File: src/rtl/bconv_pkg.sv
// bconv_pkg -- shared constants and helpers for the binary convolution stream.
// Holds the integer log2 helper, the default geometry of the block and the
// derivation of the popcount width used by the per-channel accumulators.
package bconv_pkg;

  // Ceiling log2; clog2(1) = 0, clog2(73) = 7.
  function automatic int clog2(input int value);
    int result;
    int v;
    result = 32'sd0;
    v      = value - 32'sd1;
    while (v > 32'sd0) begin
      result = result + 32'sd1;
      v      = v >> 32'sd1;
    end
    return result;
  endfunction

  // Width of a counter that must hold 0 .. n-1 (never narrower than one bit).
  function automatic int cnt_width(input int n);
    return (clog2(n) > 32'sd0) ? clog2(n) : 32'sd1;
  endfunction

  // Popcount width: must hold the full count 0 .. IN_CH*K*K without wrapping.
  function automatic int pop_width(input int in_ch, input int k);
    return clog2(in_ch * k * k + 32'sd1);
  endfunction

  localparam int DEF_IN_CH  = 32'sd8;
  localparam int DEF_OUT_CH = 32'sd16;
  localparam int DEF_IMG_W  = 32'sd13;
  localparam int DEF_IMG_H  = 32'sd13;
  localparam int DEF_K      = 32'sd3;
  localparam int DEF_POP_W  = pop_width(DEF_IN_CH, DEF_K);

endpackage

File: src/rtl/bconv_window.sv
// bconv_window -- raster-order line buffering and KxK sliding window.
// Tracks the (row, col) position of each accepted pixel, keeps K-1 previous
// rows in line buffers and shifts a KxK window of IN_CH-bit pixels.
// Window bit (c, ky, kx) is flattened at ((c*K + ky)*K + kx); ky = 0 is the
// oldest row and kx = 0 the leftmost column of the window.
// Ports:
//   clk, rst_n        clock, asynchronous active-low reset
//   i_valid, i_sof    pixel accepted / pixel is frame origin (when i_valid)
//   i_pixel           IN_CH-bit input pixel
//   o_window          flattened window, valid one cycle after acceptance
//   o_window_valid    window is complete (row >= K-1 and col >= K-1)
//   o_window_last     window ends at the last pixel of the frame
module bconv_window
  import bconv_pkg::*;
#(
  parameter int IN_CH = DEF_IN_CH,
  parameter int IMG_W = DEF_IMG_W,
  parameter int IMG_H = DEF_IMG_H,
  parameter int K     = DEF_K
) (
  input  logic                   clk,
  input  logic                   rst_n,
  input  logic                   i_valid,
  input  logic                   i_sof,
  input  logic [IN_CH-1:0]       i_pixel,
  output logic [IN_CH*K*K-1:0]   o_window,
  output logic                   o_window_valid,
  output logic                   o_window_last
);

  localparam int CW = cnt_width(IMG_W);
  localparam int RW = cnt_width(IMG_H);
  localparam logic [CW-1:0] COL_LAST  = CW'(IMG_W - 32'sd1);
  localparam logic [RW-1:0] ROW_LAST  = RW'(IMG_H - 32'sd1);
  localparam logic [CW-1:0] COL_START = CW'(K - 32'sd1);
  localparam logic [RW-1:0] ROW_START = RW'(K - 32'sd1);

  logic [CW-1:0]    r_col;
  logic [RW-1:0]    r_row;
  logic [CW-1:0]    w_col;
  logic [RW-1:0]    w_row;
  logic             r_window_valid;
  logic             r_window_last;
  logic [IN_CH-1:0] r_lb  [K-1][IMG_W];
  logic [IN_CH-1:0] r_win [K][K];

  // Position of the offered pixel; a start-of-frame forces it to the origin.
  always_comb begin
    if (i_sof) begin
      w_col = '0;
      w_row = '0;
    end else begin
      w_col = r_col;
      w_row = r_row;
    end
  end

  // Raster counters and the window-complete / frame-last flags.
  always_ff @(posedge clk or negedge rst_n) begin
    if (!rst_n) begin
      r_col          <= '0;
      r_row          <= '0;
      r_window_valid <= 1'b0;
      r_window_last  <= 1'b0;
    end else if (i_valid) begin
      r_window_valid <= (w_row >= ROW_START) && (w_col >= COL_START);
      r_window_last  <= (w_row == ROW_LAST) && (w_col == COL_LAST);
      if (w_col == COL_LAST) begin
        r_col <= '0;
        if (w_row == ROW_LAST) begin
          r_row <= '0;
        end else begin
          r_row <= w_row + RW'(32'sd1);
        end
      end else begin
        r_col <= w_col + CW'(32'sd1);
        r_row <= w_row;
      end
    end else begin
      r_window_valid <= 1'b0;
      r_window_last  <= 1'b0;
    end
  end

  // Line buffers and window shift; contents are don't-care until refilled,
  // and stale rows from an earlier frame are masked by the counters.
  always_ff @(posedge clk) begin
    if (i_valid) begin
      for (int ky = 0; ky < K; ky++) begin
        for (int kx = 0; kx < K - 1; kx++) begin
          r_win[ky][kx] <= r_win[ky][kx + 1];
        end
      end
      // New rightmost column: current pixel at the bottom, older rows above.
      r_win[K-1][K-1] <= i_pixel;
      for (int j = 0; j < K - 1; j++) begin
        r_win[K-2-j][K-1] <= r_lb[j][w_col];
      end
      // r_lb[j] holds the row j+1 above the current one, per column.
      r_lb[0][w_col] <= i_pixel;
      for (int j = 1; j < K - 1; j++) begin
        r_lb[j][w_col] <= r_lb[j-1][w_col];
      end
    end
  end

  for (genvar gc = 0; gc < IN_CH; gc++) begin : g_c
    for (genvar gy = 0; gy < K; gy++) begin : g_y
      for (genvar gx = 0; gx < K; gx++) begin : g_x
        assign o_window[(gc*K + gy)*K + gx] = r_win[gy][gx][gc];
      end
    end
  end

  assign o_window_valid = r_window_valid;
  assign o_window_last  = r_window_last;

endmodule

File: src/rtl/bconv_stream.sv
// bconv_stream -- streaming binary (XNOR-popcount) KxK convolution.
// Pixels arrive in raster order, one per valid_in cycle; every complete
// window produces one OUT_CH-bit output two cycles after its last pixel.
// Ports:
//   clk, rst_n   clock, asynchronous active-low reset
//   valid_in     pixel_in valid this cycle
//   sof_in       current pixel is frame origin (sampled with valid_in)
//   pixel_in     IN_CH one-bit channels
//   pixel_out    OUT_CH thresholded channels, held while valid_out = 0
//   valid_out    one-cycle pulse per output pixel
//   eof_out      marks the output of the frame's last window
module bconv_stream
  import bconv_pkg::*;
#(
  parameter int IN_CH  = DEF_IN_CH,
  parameter int OUT_CH = DEF_OUT_CH,
  parameter int IMG_W  = DEF_IMG_W,
  parameter int IMG_H  = DEF_IMG_H,
  parameter int K      = DEF_K,
  parameter logic [OUT_CH*IN_CH*K*K-1:0] WEIGHTS = '1,
  localparam int POP_W = pop_width(IN_CH, K),
  parameter logic [OUT_CH*POP_W-1:0] THRESH = {OUT_CH{POP_W'(32'sd36)}}
) (
  input  logic              clk,
  input  logic              rst_n,
  input  logic              valid_in,
  input  logic              sof_in,
  input  logic [IN_CH-1:0]  pixel_in,
  output logic [OUT_CH-1:0] pixel_out,
  output logic              valid_out,
  output logic              eof_out
);

  localparam int NB = IN_CH * K * K;

  logic [NB-1:0]     w_window;
  logic              w_window_valid;
  logic              w_window_last;
  logic [POP_W-1:0]  w_pop [OUT_CH];
  logic [OUT_CH-1:0] w_bit;
  logic [OUT_CH-1:0] r_pixel_out;
  logic              r_valid_out;
  logic              r_eof_out;

  bconv_window #(
    .IN_CH (IN_CH),
    .IMG_W (IMG_W),
    .IMG_H (IMG_H),
    .K     (K)
  ) u_window (
    .clk            (clk),
    .rst_n          (rst_n),
    .i_valid        (valid_in),
    .i_sof          (sof_in),
    .i_pixel        (pixel_in),
    .o_window       (w_window),
    .o_window_valid (w_window_valid),
    .o_window_last  (w_window_last)
  );

  // Per channel: count window bits equal to the weight bits, then threshold.
  for (genvar go = 0; go < OUT_CH; go++) begin : g_ch
    logic [NB-1:0] w_match;
    assign w_match   = ~(w_window ^ WEIGHTS[go*NB +: NB]);
    assign w_pop[go] = POP_W'($countones(w_match));
    assign w_bit[go] = (w_pop[go] >= THRESH[go*POP_W +: POP_W]);
  end

  // Output register stage; pixel_out only loads on a valid window.
  always_ff @(posedge clk or negedge rst_n) begin
    if (!rst_n) begin
      r_pixel_out <= '0;
      r_valid_out <= 1'b0;
      r_eof_out   <= 1'b0;
    end else begin
      r_valid_out <= w_window_valid;
      r_eof_out   <= w_window_last;
      if (w_window_valid) begin
        r_pixel_out <= w_bit;
      end else begin
        r_pixel_out <= r_pixel_out;
      end
    end
  end

  assign pixel_out = r_pixel_out;
  assign valid_out = r_valid_out;
  assign eof_out   = r_eof_out;

endmodule

File: config.mk
export PLATFORM = sky130hd
export DESIGN_NAME = bconv_stream
export DESIGN_NICKNAME = d
export VERILOG_FILES = /design/src/rtl/bconv_pkg.sv /design/src/rtl/bconv_window.sv /design/src/rtl/bconv_stream.sv
export SDC_FILE = /design/constraint.sdc
export NUM_CORES = 1
export LEC_CHECK = 0
export ABC_AREA = 1
export BUFFER_PORTS_ARGS = -buffer_cell sky130_fd_sc_hd__buf_2
export CORE_MARGIN = 4
export CORE_UTILIZATION = 55
export CTS_CLUSTER_SIZE = 30
export DETAILED_ROUTE_END_ITERATION = 6
export HOLD_SLACK_MARGIN = 0.1
export MAX_ROUTING_LAYER = met4
export PLACE_DENSITY = 0.7
export SETUP_SLACK_MARGIN = 0.1
export SLEW_MARGIN = 10
export SYNTH_ARGS = -nofsm -noshare
export SYNTH_HDL_FRONTEND = slang
export SYNTH_SLANG_ARGS = --single-unit
File: constraint.sdc
create_clock -name clk -period 7.4 [get_ports clk]
set_input_delay 1.48 -clock clk [delete_from_list [all_inputs] [get_ports clk]]
set_output_delay 1.48 -clock clk [all_outputs]
set_load 0.02 [all_outputs]
Word-level counts from Yosys, hierarchy flattened
Memory sizes are Yosys's and may differ from the RTL's.
Cells that the tools add are included.
{"block": "totals", "input_bits": 12, "latchBits": 0, "register_bits": 13, "memories": 2, "rom_bits": 0, "ram_bits": 280, "word_cells": 113}
{"name": "u_window.r_lb", "words": 2, "width": 104, "rd": 2, "rd_clocked_by_memory_dff": 0, "write_ports": 2, "line_no": "bconv_window.sv:44", "source": "logic [IN_CH-1:0] r_lb [K-1][IMG_W];"}
{"name": "u_window.r_win", "words": 3, "width": 24, "rd": 3, "rd_clocked_by_memory_dff": 0, "write_ports": 3, "line_no": "bconv_window.sv:45", "source": "logic [IN_CH-1:0] r_win [K][K];"}
{"block": "op_classes", "bitwise_logic": 3, "reduce_logical": 3, "mux": 18, "mul": 0, "n_eq_ne": 2, "shifts": 0, "magnitude_cmp": 5, "add_sub_neg": 73, "n_div": 0}
{"op": "72-bit NOT", "n": 2}
{"op": "7-bit adder", "n": 17}
{"op": "104-bit two-way mux", "n": 1}
{"op": "1-bit by 1-bit adder with 2-bit output", "n": 36}
{"op": "8-bit binary-select mux with 4-bit select", "n": 2}
{"op": "2-bit by 2-bit adder with 3-bit output", "n": 18}
{"op": "8-bit two-way mux", "n": 5}
{"op": "8-bit demux with 4-bit select", "n": 1}
{"op": "4-bit two-way mux", "n": 5}
{"op": "4-bit by 1-bit adder with 4-bit output, second input constant", "n": 2}
{"op": "4-bit equality test, second input constant", "n": 2}
{"op": "4-bit by 2-bit >= comparator with 1-bit output, second input constant", "n": 2}
{"op": "7-bit by 6-bit >= comparator with 1-bit output, second input constant", "n": 1}
{"op": "5-bit >= comparator, second input constant", "n": 1}
{"op": "5-bit by 1-bit < comparator with 1-bit output, second input constant", "n": 1}
{"op": "4-bit NOT with 5-bit output", "n": 1}
{"op": "1-bit two-way mux", "n": 4}
{"op": "1-bit logical AND", "n": 3}

Longest topological paths before layout
An unclocked memory read counts as a cell.
{"block": "logic_depth", "word_depth": 11, "mapped_depth": 27, "mapped_depth_nobuf": 27}

By module
From an unflattened synthesis, not the netlist that was laid out.
{"block": "unflattened", "hier_cells": 1235, "hier_area_um2": 14156.1}
{"module": "bconv_window", "cells_each": 931, "area_each_um2": 11365.9, "seq_area_each_um2": 8658.3, "instances": 1}
{"module": "bconv_stream", "cells_each": 304, "area_each_um2": 2790.2, "seq_area_each_um2": 75.1, "instances": 1}

Worst setup path after synthesis
No wires, ideal clock.
{"block": "synth_timing", "path_kind": "reg-to-reg", "startpoint": "memory u_window.r_win[0][61] (netlist name)", "endpoint": "register r_pixel_out[0], in the netlist pixel_out[0]", "arrival_time_ps": 5527, "stages_incl_launch_ff": 24, "setup_ps": 121, "setup_slack_ps": 1752, "required_time_ps": 7279, "path_cell_list": "edfxtp_1 -> inv_1 -> fa_1 -> inv_1 -> ha_1 -> ha_1 -> inv_1 -> fa_1 -> inv_1 -> fa_1 -> inv_1 -> fa_1 -> inv_1 -> fa_1 -> fa_1 -> fa_1 -> fa_1 -> nand2_1 -> nand2_1 -> nand2_1 -> xor2_1 -> nand2_1 -> nand2_1 -> a21oi_1"}
{"element": "start, declared", "line_no": "bconv_window.sv:45"}
{"element": "end signal, assigned", "line_no": "bconv_stream.sv:79", "source": "r_pixel_out <= w_bit;"}
{"element": "end signal, assigned", "line_no": "bconv_stream.sv:81", "source": "r_pixel_out <= r_pixel_out;"}
{"element": "end, declared", "line_no": "bconv_stream.sv:41", "source": "logic [OUT_CH-1:0] r_pixel_out;"}

==> summary.txt <==
Run status
  • Outcome: complete, no violations

Worst setup path
  • Critical path class: reg2reg
  • Reg-to-reg setup timing slack: around 1.6 ns
  • Reg2reg end: pixel_out[0]$_DFFE_PN0P_
  • Worst setup startpoint: u_window.r_win[0][61]$_DFFE_PP_
  • Most frequent CP cell: fa_1
  • Cell Chain, Critical Path: inv_1 -> fa_1 -> inv_1 -> ha_1 -> ha_1 -> inv_1 -> fa_1 -> inv_1 -> fa_1 -> inv_1 -> fa_1 -> inv_1 -> fa_1 -> fa_1 -> fa_1 -> fa_1 -> nand2_1 -> nand2_1 -> nand2_1 -> xor2_1 -> nand2_1 -> nand2_1 -> a21oi_1
  • CP required: about 7.8 ns
  • Arrival time worst endpoint: 6.27 ns
  • Startpoint types: register
  • Worst r2r src: u_window.r_win[0][61]$_DFFE_PP_
  • Critical Path Fanout Max: 2
  • Cell count of the worst reg-to-reg path: 23
  • CP max-delay cell: fa_1
  • Slowest stage delay, CP: about 0.54 ns
  • CP delay by family, top: adder cells
  • Worst Setup EP: pixel_out[0]$_DFFE_PN0P_
  • Buf/Inv on CP: 6
  • Worst Setup End Kind: register
  • Critical path depth in cells: 23

Detailed routing
  • Vias: 7498
  • Routed Antenna Nets: 0
  • Routed WL per cell: 19.2 um
  • Detailed Routing Iterations Pass 1: 4
  • Vias per cell: about 5.5
  • DRT Wirelength: around 26000 um
  • Met2 routed wirelength: 13100 um
  • Wl on met1: around 11000 um
  • Metal3 WL: approximately 1500 um
  • Top Layer Used: met4
  • Number of DRC markers after the initial detailed-route iteration: 656
  • DRC: 0

Timing
  • Final period util: 78.9%
  • Slew Limit Fails: 0
  • Clock Skew: 0.0122 ns
  • # setup viols final: 0
  • PnR worst setup slack: roughly 1.6 ns
  • Slew HR: ~20%
  • Max Fclk: 171 MHz
  • Fin Setup TNS: 0 ns
  • Final hold slack: 0.347 ns
  • Final hold vios: 0
  • Slew at the pin with the worst max-slew slack: about 1.2 ns
  • Crit path time final: ~5.8 ns
  • RSZ-0062 raised after global routing: false

CTS
  • Worst-path clk slew: 0.06 ns
  • # Post-CTS Setup Buffers: 0
  • Clock sinks: around 290
  • CTS max path bufs: 3
  • Post-CTS Hold Buffers: 0
  • CTS root buf: clkbuf_16
  • CTS Buf Count: 30
  • CTS resizes: 0
  • CTS tree: built
  • H-tree depth: 1
  • Clk Latency, worst-skew pair: between 0.5 and 0.6 ns

Cells and area
  • Final core occ: approximately three fifths
  • Post-layout net count: 1155
  • Share of cells above drive strength 1: between 10% and 20%
  • Synthesis-to-finish area growth: 9.83%
  • Fillers: 1795
  • Antenna diode count: 0

GRT
  • Initial antenna violation count: 1
  • Pin count of the biggest net entering global routing: 70
  • Vias in the first global route: ~7800
  • First-pass GRT wire length: ~43000 um
  • Grt total ovfl: 0
  • GRT Util Overall: a little over a fifth

Synthesis
  • Post-synth EDFFs: 280
  • Top post-synthesis cells by count: 280 x edfxtp_1, 150 x inv_1, 82 x nand2_1
  • Syn Std Cell Area: approximately 0.014 mm2
  • Largest area contributor in the netlist: edfxtp_1
  • Synth cell types: 33
  • Post-synth top area share: 61.7%
  • Syn Nets: roughly 1100
  • Top cells by area, synth: edfxtp_1 62%, fa_1 9.5%, ha_1 5.0%, inv_1 4.1%, dfrtp_1 2.4%
  • YS warnings: 0
  • Asr flop ratio synth: under 10%
  • Post-synth top flop: edfxtp_1
  • Count leader, synth: edfxtp_1
  • Post-Syn Instances: 1000
  • #FFs+latches synth: between 200 and 300
  • Mean area per synthesized cell: roughly 14 um2
  • Sequential element share of the synthesized area: 64.1%

Floorplanning
  • Initial Util: a little under three fifths
  • Rows: 57
  • Die Area: about 0.027 mm2
  • DIE HEIGHT: around 170 um
  • Num ports: 30
  • Total core area: 0.0243 mm2
  • Die X: between 150 and 200 um

Placed design
  • Placer Congestion: ~0.8
  • Dpl hpwl: about 16000 um
  • Setup WS pre-CTS: ~1.5 ns
  • Input/output buffers: 29

Min path
  • Worst Hold Class: reg2reg

Run
  • Max-Cap Viols: 0
area by class of cell:
class	count	area [um2]	share of cell area (%)
multi-input combinational	499	4030	26.9
timing repair buffer	45	268	1.79
clock inverter	17	159	1.06
sequential	293	8730	58.3
inverter	154	578	3.86
clock buffer	36	795	5.31
tap	324	405	2.71
flip-flops by register name (all words and copies together) (netlist names):
signal	cells
u_window.r_lb	208
u_window.r_win	72
u_window.r_col	4
u_window.r_row	4
eof_out	1
pixel_out	1
u_window.o_window_last	1
u_window.o_window_valid	1
valid_out	1
routing by layer:
metal	up-vias	GRT usage (%)
met4	0	4.76
met5	-	-
li1	3525	-
met3	40	2.88
met2	196	34.5
met1	3737	28.4
how the worst min path moves through the flow:
stage                         to                              from  slack [ns]  cells after the start
2_1_floorplan  eof_out$_DFF_PN0_  u_window.o_window_last$_DFF_PN0_        0.33                      0
6_report       eof_out$_DFF_PN0_  u_window.o_window_last$_DFF_PN0_        0.35                      0
4_1_cts        eof_out$_DFF_PN0_  u_window.o_window_last$_DFF_PN0_        0.35                      0
3_5_place_dp   eof_out$_DFF_PN0_  u_window.o_window_last$_DFF_PN0_        0.34                      0
3_3_place_gp   eof_out$_DFF_PN0_  u_window.o_window_last$_DFF_PN0_        0.33                      0
5_1_grt        eof_out$_DFF_PN0_  u_window.o_window_last$_DFF_PN0_        0.35                      0
cells in the final DEF, fill, tap and decap left out, types with 7 or more instances in the layout:
master / count
a31oi_1: 15
buf_4: 17
o221ai_1: 31
nand2_1: 82
edfxtp_1: 280
dfrtp_1: 13
fa_1: 65
nand3_1: 27
buf_2: 28
clkbuf_16: 31
or2_2: 9
or2_1: 7
nor2_2: 10
clkinv_1: 7
inv_1: 150
nor2_1: 65
o22ai_1: 21
o21ai_0: 53
o211ai_1: 30
a21oi_1: 7
ha_1: 55
logic make-up (layout without fill, tap and decap cells):
group,after synthesis,count (layout),share of synthesized area (%)
buffers and inverters,208,252,6.56
adders and majority gates,120,120,14.6
AOI/OAI and AO/OA,161,161,7.65
and+or+nand+nor,212,212,6.74
xor gates and xnor gates,6,6,0.386
DFF,293,293,64.1
through the flow:
step                      cell area (um2)  std cells
after floorplan                     13600       1000
after global placement              14000       1315
after detailed placement            14000       1315
after CTS                           15000       1368
after global routing                15000       1368
final                               15000       1368
Power is left out: the tool's default activity adds up to more than one toggle a clock period on the data nets, which glitch-free logic cannot reach.
